--- config.mk ---
export PLATFORM = sky130hd
export DESIGN_NAME = ps2_scan_capture
export DESIGN_NICKNAME = d
export VERILOG_FILES = /design/src/rtl/ps2_pkg.sv /design/src/rtl/ps2_fifo.sv /design/src/rtl/ps2_scan_capture.sv
export SDC_FILE = /design/constraint.sdc
export NUM_CORES = 1
export LEC_CHECK = 0
export ABC_CLOCK_PERIOD_IN_PS = 2900
export CORE_MARGIN = 4
export CORE_UTILIZATION = 40
export CTS_BUF_LIST = sky130_fd_sc_hd__clkbuf_4 sky130_fd_sc_hd__clkbuf_8
export DETAILED_ROUTE_END_ITERATION = 10
export PLACE_DENSITY = 0.66
export SLEW_MARGIN = 40
export SYNTH_ARGS = -nofsm -noshare
export SYNTH_HDL_FRONTEND = slang
export SYNTH_SLANG_ARGS = --single-unit
export TNS_END_PERCENT = 50
--- constraint.sdc ---
create_clock -name clk -period 2.9 [get_ports clk]
set_input_delay 0.58 -clock clk [delete_from_list [all_inputs] [get_ports clk]]
set_output_delay 0.58 -clock clk [all_outputs]
set_load 0.1 [all_outputs]
--- src/rtl/ps2_pkg.sv ---
// Shared PS/2 receiver types and scan-code constants.
package ps2_pkg;

    typedef enum logic [1:0] {
        IDLE,
        DATA,
        PARITY,
        STOP
    } ps2_state_e;

    localparam logic [7:0] BREAK_CODE  = 8'hF0;
    localparam logic [7:0] EXTEND_CODE = 8'hE0;
    localparam int         DATA_BITS   = 8;

endpackage

--- src/rtl/ps2_fifo.sv ---
// First-word-fall-through byte FIFO; head is valid in the cycle after the write edge.
// A write while full is dropped unless a pop happens on the same edge; drops set a sticky overflow.
module ps2_fifo #(
    parameter int FIFO_DEPTH = 8
) (
    input  logic       clk,
    input  logic       clrn,
    input  logic       wr_i,
    input  logic [7:0] wr_dat_i,
    input  logic       rd_i,
    output logic [7:0] rd_dat_o,
    output logic       empty_o,
    output logic       overflow_o
);

    localparam int AW = $clog2(FIFO_DEPTH);

    logic [AW:0] wr_ptr_q;
    logic [AW:0] rd_ptr_q;
    logic [7:0]  mem_q [FIFO_DEPTH];
    logic        ovf_q;
    logic        full;
    logic        empty;
    logic        do_rd;
    logic        do_wr;

    // Extra pointer MSB distinguishes full from empty when the indices match.
    assign empty = (wr_ptr_q == rd_ptr_q);
    assign full  = (wr_ptr_q[AW] != rd_ptr_q[AW]) &&
                   (wr_ptr_q[AW-1:0] == rd_ptr_q[AW-1:0]);
    assign do_rd = rd_i && !empty;
    assign do_wr = wr_i && (!full || do_rd);

    always_ff @(posedge clk) begin
        if (!clrn) begin
            wr_ptr_q <= '0;
            rd_ptr_q <= '0;
            ovf_q    <= 1'b0;
        end else begin
            if (do_wr) wr_ptr_q <= wr_ptr_q + (AW+1)'(1);
            if (do_rd) rd_ptr_q <= rd_ptr_q + (AW+1)'(1);
            if (wr_i && !do_wr) ovf_q <= 1'b1;
        end
    end

    always_ff @(posedge clk) begin
        if (do_wr) mem_q[wr_ptr_q[AW-1:0]] <= wr_dat_i;
    end

    assign rd_dat_o   = empty ? 8'h00 : mem_q[rd_ptr_q[AW-1:0]];
    assign empty_o    = empty;
    assign overflow_o = ovf_q;

endmodule

--- src/rtl/ps2_scan_capture.sv ---
// PS/2 keyboard receiver: buffers scan bytes in a FIFO and tracks the held key.
// Optional mid-frame watchdog is built when PS2_TIMEOUT_EN is defined.
module ps2_scan_capture
    import ps2_pkg::*;
#(
    parameter int FIFO_DEPTH  = 8,
    parameter int SYNC_STAGES = 3
`ifdef PS2_TIMEOUT_EN
    ,
    parameter int TIMEOUT_CYCLES = 50000
`endif
) (
    input  logic       clk,
    input  logic       clrn,
    input  logic       ps2_clk,
    input  logic       ps2_data,
    input  logic       rd_en,
    output logic [7:0] fifo_data,
    output logic       fifo_ready,
    output logic       overflow,
    output logic       frame_err,
    output logic [7:0] key_code,
    output logic       key_valid
);

    localparam int CW = $clog2(DATA_BITS);

    logic [SYNC_STAGES-1:0] clk_sync_q;
    logic [SYNC_STAGES-1:0] dat_sync_q;
    logic                   clk_prev_q;
    logic                   ps2_clk_s;
    logic                   ps2_dat_s;
    logic                   fall;

    ps2_state_e             state_q;
    logic [CW-1:0]          bit_cnt_q;
    logic [DATA_BITS-1:0]   shift_q;
    logic                   par_q;
    logic                   wr_q;
    logic [7:0]             byte_q;
    logic                   err_q;
    logic                   timeout;

    logic [7:0]             key_code_q, key_code_d;
    logic                   key_valid_q, key_valid_d;
    logic                   brk_q, brk_d;
    logic                   ext_q, ext_d;
    logic                   fifo_empty;
    logic                   unused_ext;

    // Idle PS/2 lines are high, so the synchronizers reset to 1 to avoid a false fall.
    always_ff @(posedge clk) begin
        if (!clrn) begin
            clk_sync_q <= '1;
            dat_sync_q <= '1;
            clk_prev_q <= 1'b1;
        end else begin
            clk_sync_q <= {clk_sync_q[SYNC_STAGES-2:0], ps2_clk};
            dat_sync_q <= {dat_sync_q[SYNC_STAGES-2:0], ps2_data};
            clk_prev_q <= ps2_clk_s;
        end
    end

    assign ps2_clk_s = clk_sync_q[SYNC_STAGES-1];
    assign ps2_dat_s = dat_sync_q[SYNC_STAGES-1];
    assign fall      = clk_prev_q && !ps2_clk_s;

`ifdef PS2_TIMEOUT_EN
    localparam int TW = $clog2(TIMEOUT_CYCLES + 1);

    logic [TW-1:0] to_cnt_q;

    assign timeout = (state_q != IDLE) && !fall &&
                     (to_cnt_q == TW'(TIMEOUT_CYCLES - 1));

    always_ff @(posedge clk) begin
        if (!clrn || state_q == IDLE || fall || timeout) begin
            to_cnt_q <= '0;
        end else begin
            to_cnt_q <= to_cnt_q + TW'(1);
        end
    end
`else
    assign timeout = 1'b0;
`endif

    always_ff @(posedge clk) begin
        if (!clrn) begin
            state_q   <= IDLE;
            bit_cnt_q <= '0;
            shift_q   <= '0;
            par_q     <= 1'b0;
            wr_q      <= 1'b0;
            byte_q    <= '0;
            err_q     <= 1'b0;
        end else begin
            wr_q  <= 1'b0;
            err_q <= 1'b0;
            if (timeout) begin
                state_q <= IDLE;
                err_q   <= 1'b1;
            end else if (fall) begin
                case (state_q)
                    IDLE: begin
                        if (!ps2_dat_s) begin
                            state_q   <= DATA;
                            bit_cnt_q <= '0;
                        end
                    end
                    DATA: begin
                        shift_q <= {ps2_dat_s, shift_q[DATA_BITS-1:1]};
                        if (bit_cnt_q == CW'(DATA_BITS - 1)) begin
                            state_q <= PARITY;
                        end else begin
                            bit_cnt_q <= bit_cnt_q + CW'(1);
                        end
                    end
                    PARITY: begin
                        par_q   <= ps2_dat_s;
                        state_q <= STOP;
                    end
                    STOP: begin
                        // Odd parity over data plus parity bit, and a high stop bit.
                        if (ps2_dat_s && (^{shift_q, par_q})) begin
                            wr_q   <= 1'b1;
                            byte_q <= shift_q;
                        end else begin
                            err_q <= 1'b1;
                        end
                        state_q <= IDLE;
                    end
                    default: state_q <= IDLE;
                endcase
            end
        end
    end

    always_comb begin
        key_code_d  = key_code_q;
        key_valid_d = key_valid_q;
        brk_d       = brk_q;
        ext_d       = ext_q;
        if (wr_q) begin
            if (byte_q == EXTEND_CODE) begin
                ext_d = 1'b1;
            end else if (byte_q == BREAK_CODE) begin
                brk_d = 1'b1;
            end else if (brk_q) begin
                if (byte_q == key_code_q) key_valid_d = 1'b0;
                brk_d = 1'b0;
                ext_d = 1'b0;
            end else begin
                key_code_d  = byte_q;
                key_valid_d = 1'b1;
                ext_d       = 1'b0;
            end
        end
    end

    always_ff @(posedge clk) begin
        if (!clrn) begin
            key_code_q  <= '0;
            key_valid_q <= 1'b0;
            brk_q       <= 1'b0;
            ext_q       <= 1'b0;
        end else begin
            key_code_q  <= key_code_d;
            key_valid_q <= key_valid_d;
            brk_q       <= brk_d;
            ext_q       <= ext_d;
        end
    end

    // Extended keys are tracked but no output distinguishes them yet.
    assign unused_ext = ext_q;

    ps2_fifo #(
        .FIFO_DEPTH (FIFO_DEPTH)
    ) u_fifo (
        .clk        (clk),
        .clrn       (clrn),
        .wr_i       (wr_q),
        .wr_dat_i   (byte_q),
        .rd_i       (rd_en),
        .rd_dat_o   (fifo_data),
        .empty_o    (fifo_empty),
        .overflow_o (overflow)
    );

    assign fifo_ready = !fifo_empty;
    assign frame_err  = err_q;
    assign key_code   = key_code_q;
    assign key_valid  = key_valid_q;

endmodule

## Yosys cells after proc, flatten, opt, wreduce, memory -nomap -nowiden

Memories as Yosys holds them, arrays and structs flattened. A register that Yosys moved wholly into a read port is not among the register bits.
Index checks and enable logic that the tools add are counted.

| storage, ports and cells | value |
|---|---|
| memories kept | 1 |
| bits in latches | 0 |
| register bits | 50 |
| memory bits (read-only) | 0 |
| memory bits (writable) | 64 |
| input port bits | 5 |

Memory list:

| name | depth | bits a word | rd ports | clocked after Yosys merged registers in | wr ports | RTL line | RTL |
|---|---|---|---|---|---|---|---|
| u_fifo.mem_q | 8 | 8 | 1 | 1 | 1 | ps2_fifo.sv:20 | `logic [7:0] mem_q [FIFO_DEPTH];` |

| cells by class | value |
|---|---|
| add/sub/neg operators | 3 |
| multiplexer cells | 16 |
| $mul | 0 |
| eq/ne operators | 14 |
| reductions and logical operators | 23 |
| shift operators | 0 |
| bitwise gates (word level) | 3 |
| div/mod/pow operators | 0 |
| order comparisons | 0 |

Operators by type and width:

| operator | count |
|---|---|
| $eq A8 B8 Y1 const B | 2 |
| $mux W3 | 4 |
| $reduce_and A4 Y1 | 3 |
| $reduce_and A3 Y1 | 3 |
| $reduce_xor A9 Y1 | 1 |
| $add A4 B1 Y4 const B | 2 |
| $eq A8 B8 Y1 | 1 |
| $mux W8 | 1 |
| $pmux W2 S4 | 1 |
| $mux W1 | 7 |
| $logic_and A1 B1 Y1 | 6 |
| $ne A2 B2 Y1 const B | 3 |
| $pmux W3 S2 | 1 |
| $reduce_and A2 Y1 | 3 |
| $eq A2 B2 Y1 const B | 2 |
| $eq A4 B4 Y1 | 1 |
| $logic_not A1 Y1 | 4 |
| $mux W2 | 2 |
| $add A3 B1 Y3 const B | 1 |
| $eq A3 B3 Y1 | 1 |
| $eq A3 B3 Y1 const B | 1 |
| $not A1 Y1 | 3 |
| $eq A2 B1 Y1 const B | 1 |
| $logic_not A2 Y1 | 1 |
| 4 further kinds | 4 |

## Depth between registers and ports, before layout

| depth | value |
|---|---|
| depth after elaboration | 7 |
| depth in mapped cells | 9 |
| gate-level depth less buffers | 7 |

## Hierarchy

A second synthesis with hierarchy kept.

| second synthesis, totals | value |
|---|---|
| cells, all modules | 374 |
| area, all modules | 4974.8 µm² |

By module, submodules not included:

| module | times used | cells an instance | area each (µm²) | seq. area each (µm²) |
|---|---|---|---|---|
| ps2_fifo | 1 | 192 | 3125.5 | 2162.1 |
| ps2_scan_capture | 1 | 182 | 1849.3 | 820.8 |

## Worst setup path before layout

Ideal clock, no wire load.

| path | value |
|---|---|
| path kind | reg2out |
| from | register (tool-made name) |
| to | output port fifo_data[5] |
| arrival time | 2.465 ns |
| setup slack | -0.145 ns |
| cell stages (with the launch flop) | 6 |
| path through | dfxtp_1 > buf_1 > clkbuf_1 > mux4_2 > mux2i_1 > nor2_1 |

RTL lines:

| what | RTL line | RTL |
|---|---|---|
| end: declaration | ps2_scan_capture.sv:18 | `output logic [7:0] fifo_data,` |

==> metrics.yaml <==
antenna_cells: 0
dp_hpwl_um: 5920
nNetsFinal: 390
startpoint_type: "flip-flop"
vias: 2702
power_density_mw_per_mm2: 550
clk-insertion-delay-late_ns: 0.42
clkSlewWorstSetupHoldPaths_ns: 0.07
drcViolationCount: 0
die_w_um: 117
leakagePower_uw: 0.00208
drive_gt1_frac: 0.238
cts_tree: "done"
antenna_found_initial: 0
yosysWarnings: 0
report.final.slew_viol_count: 0
area_growth_pct: 18.1
relSlewSlack: 0.507
grt_usage: 0.138
syn-num-nets: 356
final_core_util: 0.489
worst_ir_drop_vdd_mv: 0.462
fp.dieArea_mm2: 0.0138
synthMuxAreaShare: 0.146
synth-simple-area-share: 0.107
root_buffer: "clkbuf_8"
stdcell_area_mm2: 0.00566
max_freq_mhz: 371
hold_violations: 0
synth-seq-area-share: 0.623
synthAdderAreaFrac: 0.0209
ys.flop_type: "edfxtp_1"
synth_top_family_by_area: "multiplexers"
post_cts_resized: 0
coreArea_mm2: 0.0116
fill_cells: 1012
synth_xor_area_frac: 0.0525
start_util: 0.414
finalCritPeriodShare: 0.929
pre_cts_ws_ns: 0.286
async_flop_share: 0
numCtsBuffers: 17
grt_start_max_net_pins: 33
grt_pass1_vias: 2829
num_io_pins: 25
worstPathRequired_ns: 2.32
synth_compound_area_frac: 0.0314
drtAntennaViolNets: 0
grt_pass1_wl_um: 14800
ctsHoldBuffers: 0
crit_arrival_ns: 2.11
drv_cap: 0
vias_per_cell: 5.07
rsz0062_at_grt: "false"
wire_per_inst_um: 16.5
setup_tns_ns: 0
htreeDepth: 4
syn_avg_cell_area_um2: 14.0
finClkSkew_ns: 0.0107
portBuffers: 24
worst_pin_slew_ns: 0.736
synth_seq_cells: 117
min_path_type: "reg -> reg"
setup_viol: 0
cts_sinks: 117
crit_path_end_kind: "primary output"
drt-initial-drc-count: 88
layout_common_cells: "edfxtp_1 (64), dfxtp_1 (53), mux2i_1 (34)"
grt.overflow.total: 0
ys_types: 42
fin_crit_ns: 2.69
syn_area_mm2: 0.00479
fin_ws_ns: 0.206
status: "completed"
cts_setup_buffers: 0
wirelength_um: 8800
cts_buffer_depth: 2
worstSetupPathType: "reg -> out"
placed_area_mm2: 0.00529
gp_congestion: 0.751
synth-edff-count: 64
critical_path.max_fanout: 16
first_pass_iters: 7
final_common_cell: "edfxtp_1"
num_rows: 39
die_y_um: 117
synthCells: 343
## final timing paths
check	startpoint	endpoint	slack [ns]	cells after the start
max	flip-flop	fifo_data[3]	0.21	5
min	clk_sync_q[1]	clk_sync_q[2]	0.41	1
max reg2reg	u_fifo.wr_ptr_q[0]	u_fifo.mem_q[3][3]	0.82	4
min reg2reg	clk_sync_q[1]	clk_sync_q[2]	0.41	1
## worst max-delay path, stage by stage, from the launching register on
cell and delay (ns):
dfxtp_1 0.31, buf_4 0.31, mux4_2 0.59, mux2i_1 0.21
nor2_1 0.10, buf_12 0.17
## flip-flops by register name, indices dropped and copies added (netlist names), named ones only
signal	count
u_fifo.overflow_o	1
key_valid	1
clk_prev_q	1
wr_q	1
u_fifo.rd_ptr_q	4
par_q	1
shift_q	8
key_code	8
dat_sync_q	3
state_q	2
brk_q	1
frame_err	1
bit_cnt_q	3
u_fifo.wr_ptr_q	4
u_fifo.mem_q	64
clk_sync_q	3
byte_q	8
## final cells by class
| class | count | area [µm²] | share of cell area |
|---|---|---|---|
| clock buffers | 17 | 234 | 0.0414 |
| clock inverters | 15 | 133 | 0.0235 |
| inverters | 7 | 26.3 | 0.00465 |
| multi-input cells | 203 | 1750 | 0.309 |
| flip-flops and latches | 117 | 2980 | 0.527 |
| well taps | 143 | 179 | 0.0316 |
| repair buffers | 31 | 355 | 0.0628 |
## cell usage after synthesis (2+ instances only)
master,count,area [µm²]
nand2b_1,10,62.6
buf_1,2,7.51
o21a_1,2,15.0
nor3_1,6,30.0
inv_1,5,18.8
ha_1,8,100
nor2_1,27,101
a21oi_1,3,15.0
nor2b_1,9,56.3
edfxtp_1,64,1920
o211ai_1,3,22.5
xor2_1,4,35.0
nand2_1,29,109
nand3_1,8,40.0
xnor2_1,17,149
mux4_2,16,360
mux2i_1,34,340
buf_2,5,25.0
dfxtp_1,53,1060
a21boi_0,4,30.0
nand4_1,4,25.0
and2_1,2,12.5
clkbuf_1,9,33.8
## stage by stage
stage | total power, µW | hold WS, ns | std cells
2_1_floorplan | 1790 | 0.386 | 343
3_3_place_gp | 1800 | 0.397 | 501
6_report | 3110 | 0.409 | 533
5_1_grt | 3240 | 0.450 | 533
3_5_place_dp | 1800 | 0.398 | 501
4_1_cts | 3150 | 0.415 | 533
## power by group
part / switching (µW) / internal (µW)
clock: 669 / 680
combinational: 15.8 / 10.4
sequential: 1.17 / 1730
total: 686 / 2420
## cells by family (layout without fill, tap and decap cells)
logic type,count (synthesis),count (layout)
simple gates,102,102
buf+inv,23,70
xor+xnor,24,24
flops,117,117
mux,50,50
fa+ha+maj,8,8
compound gates,19,19
## routing by layer
metal  routed length, µm  vias up  GRT usage
met1                3750     1334      0.163
met3                 334        9     0.0443
met2                4630       55      0.236
li1                    -     1304          -
met5                   0        -          0
met4                  82        0     0.0484
(Power assumes the default switching activity.)
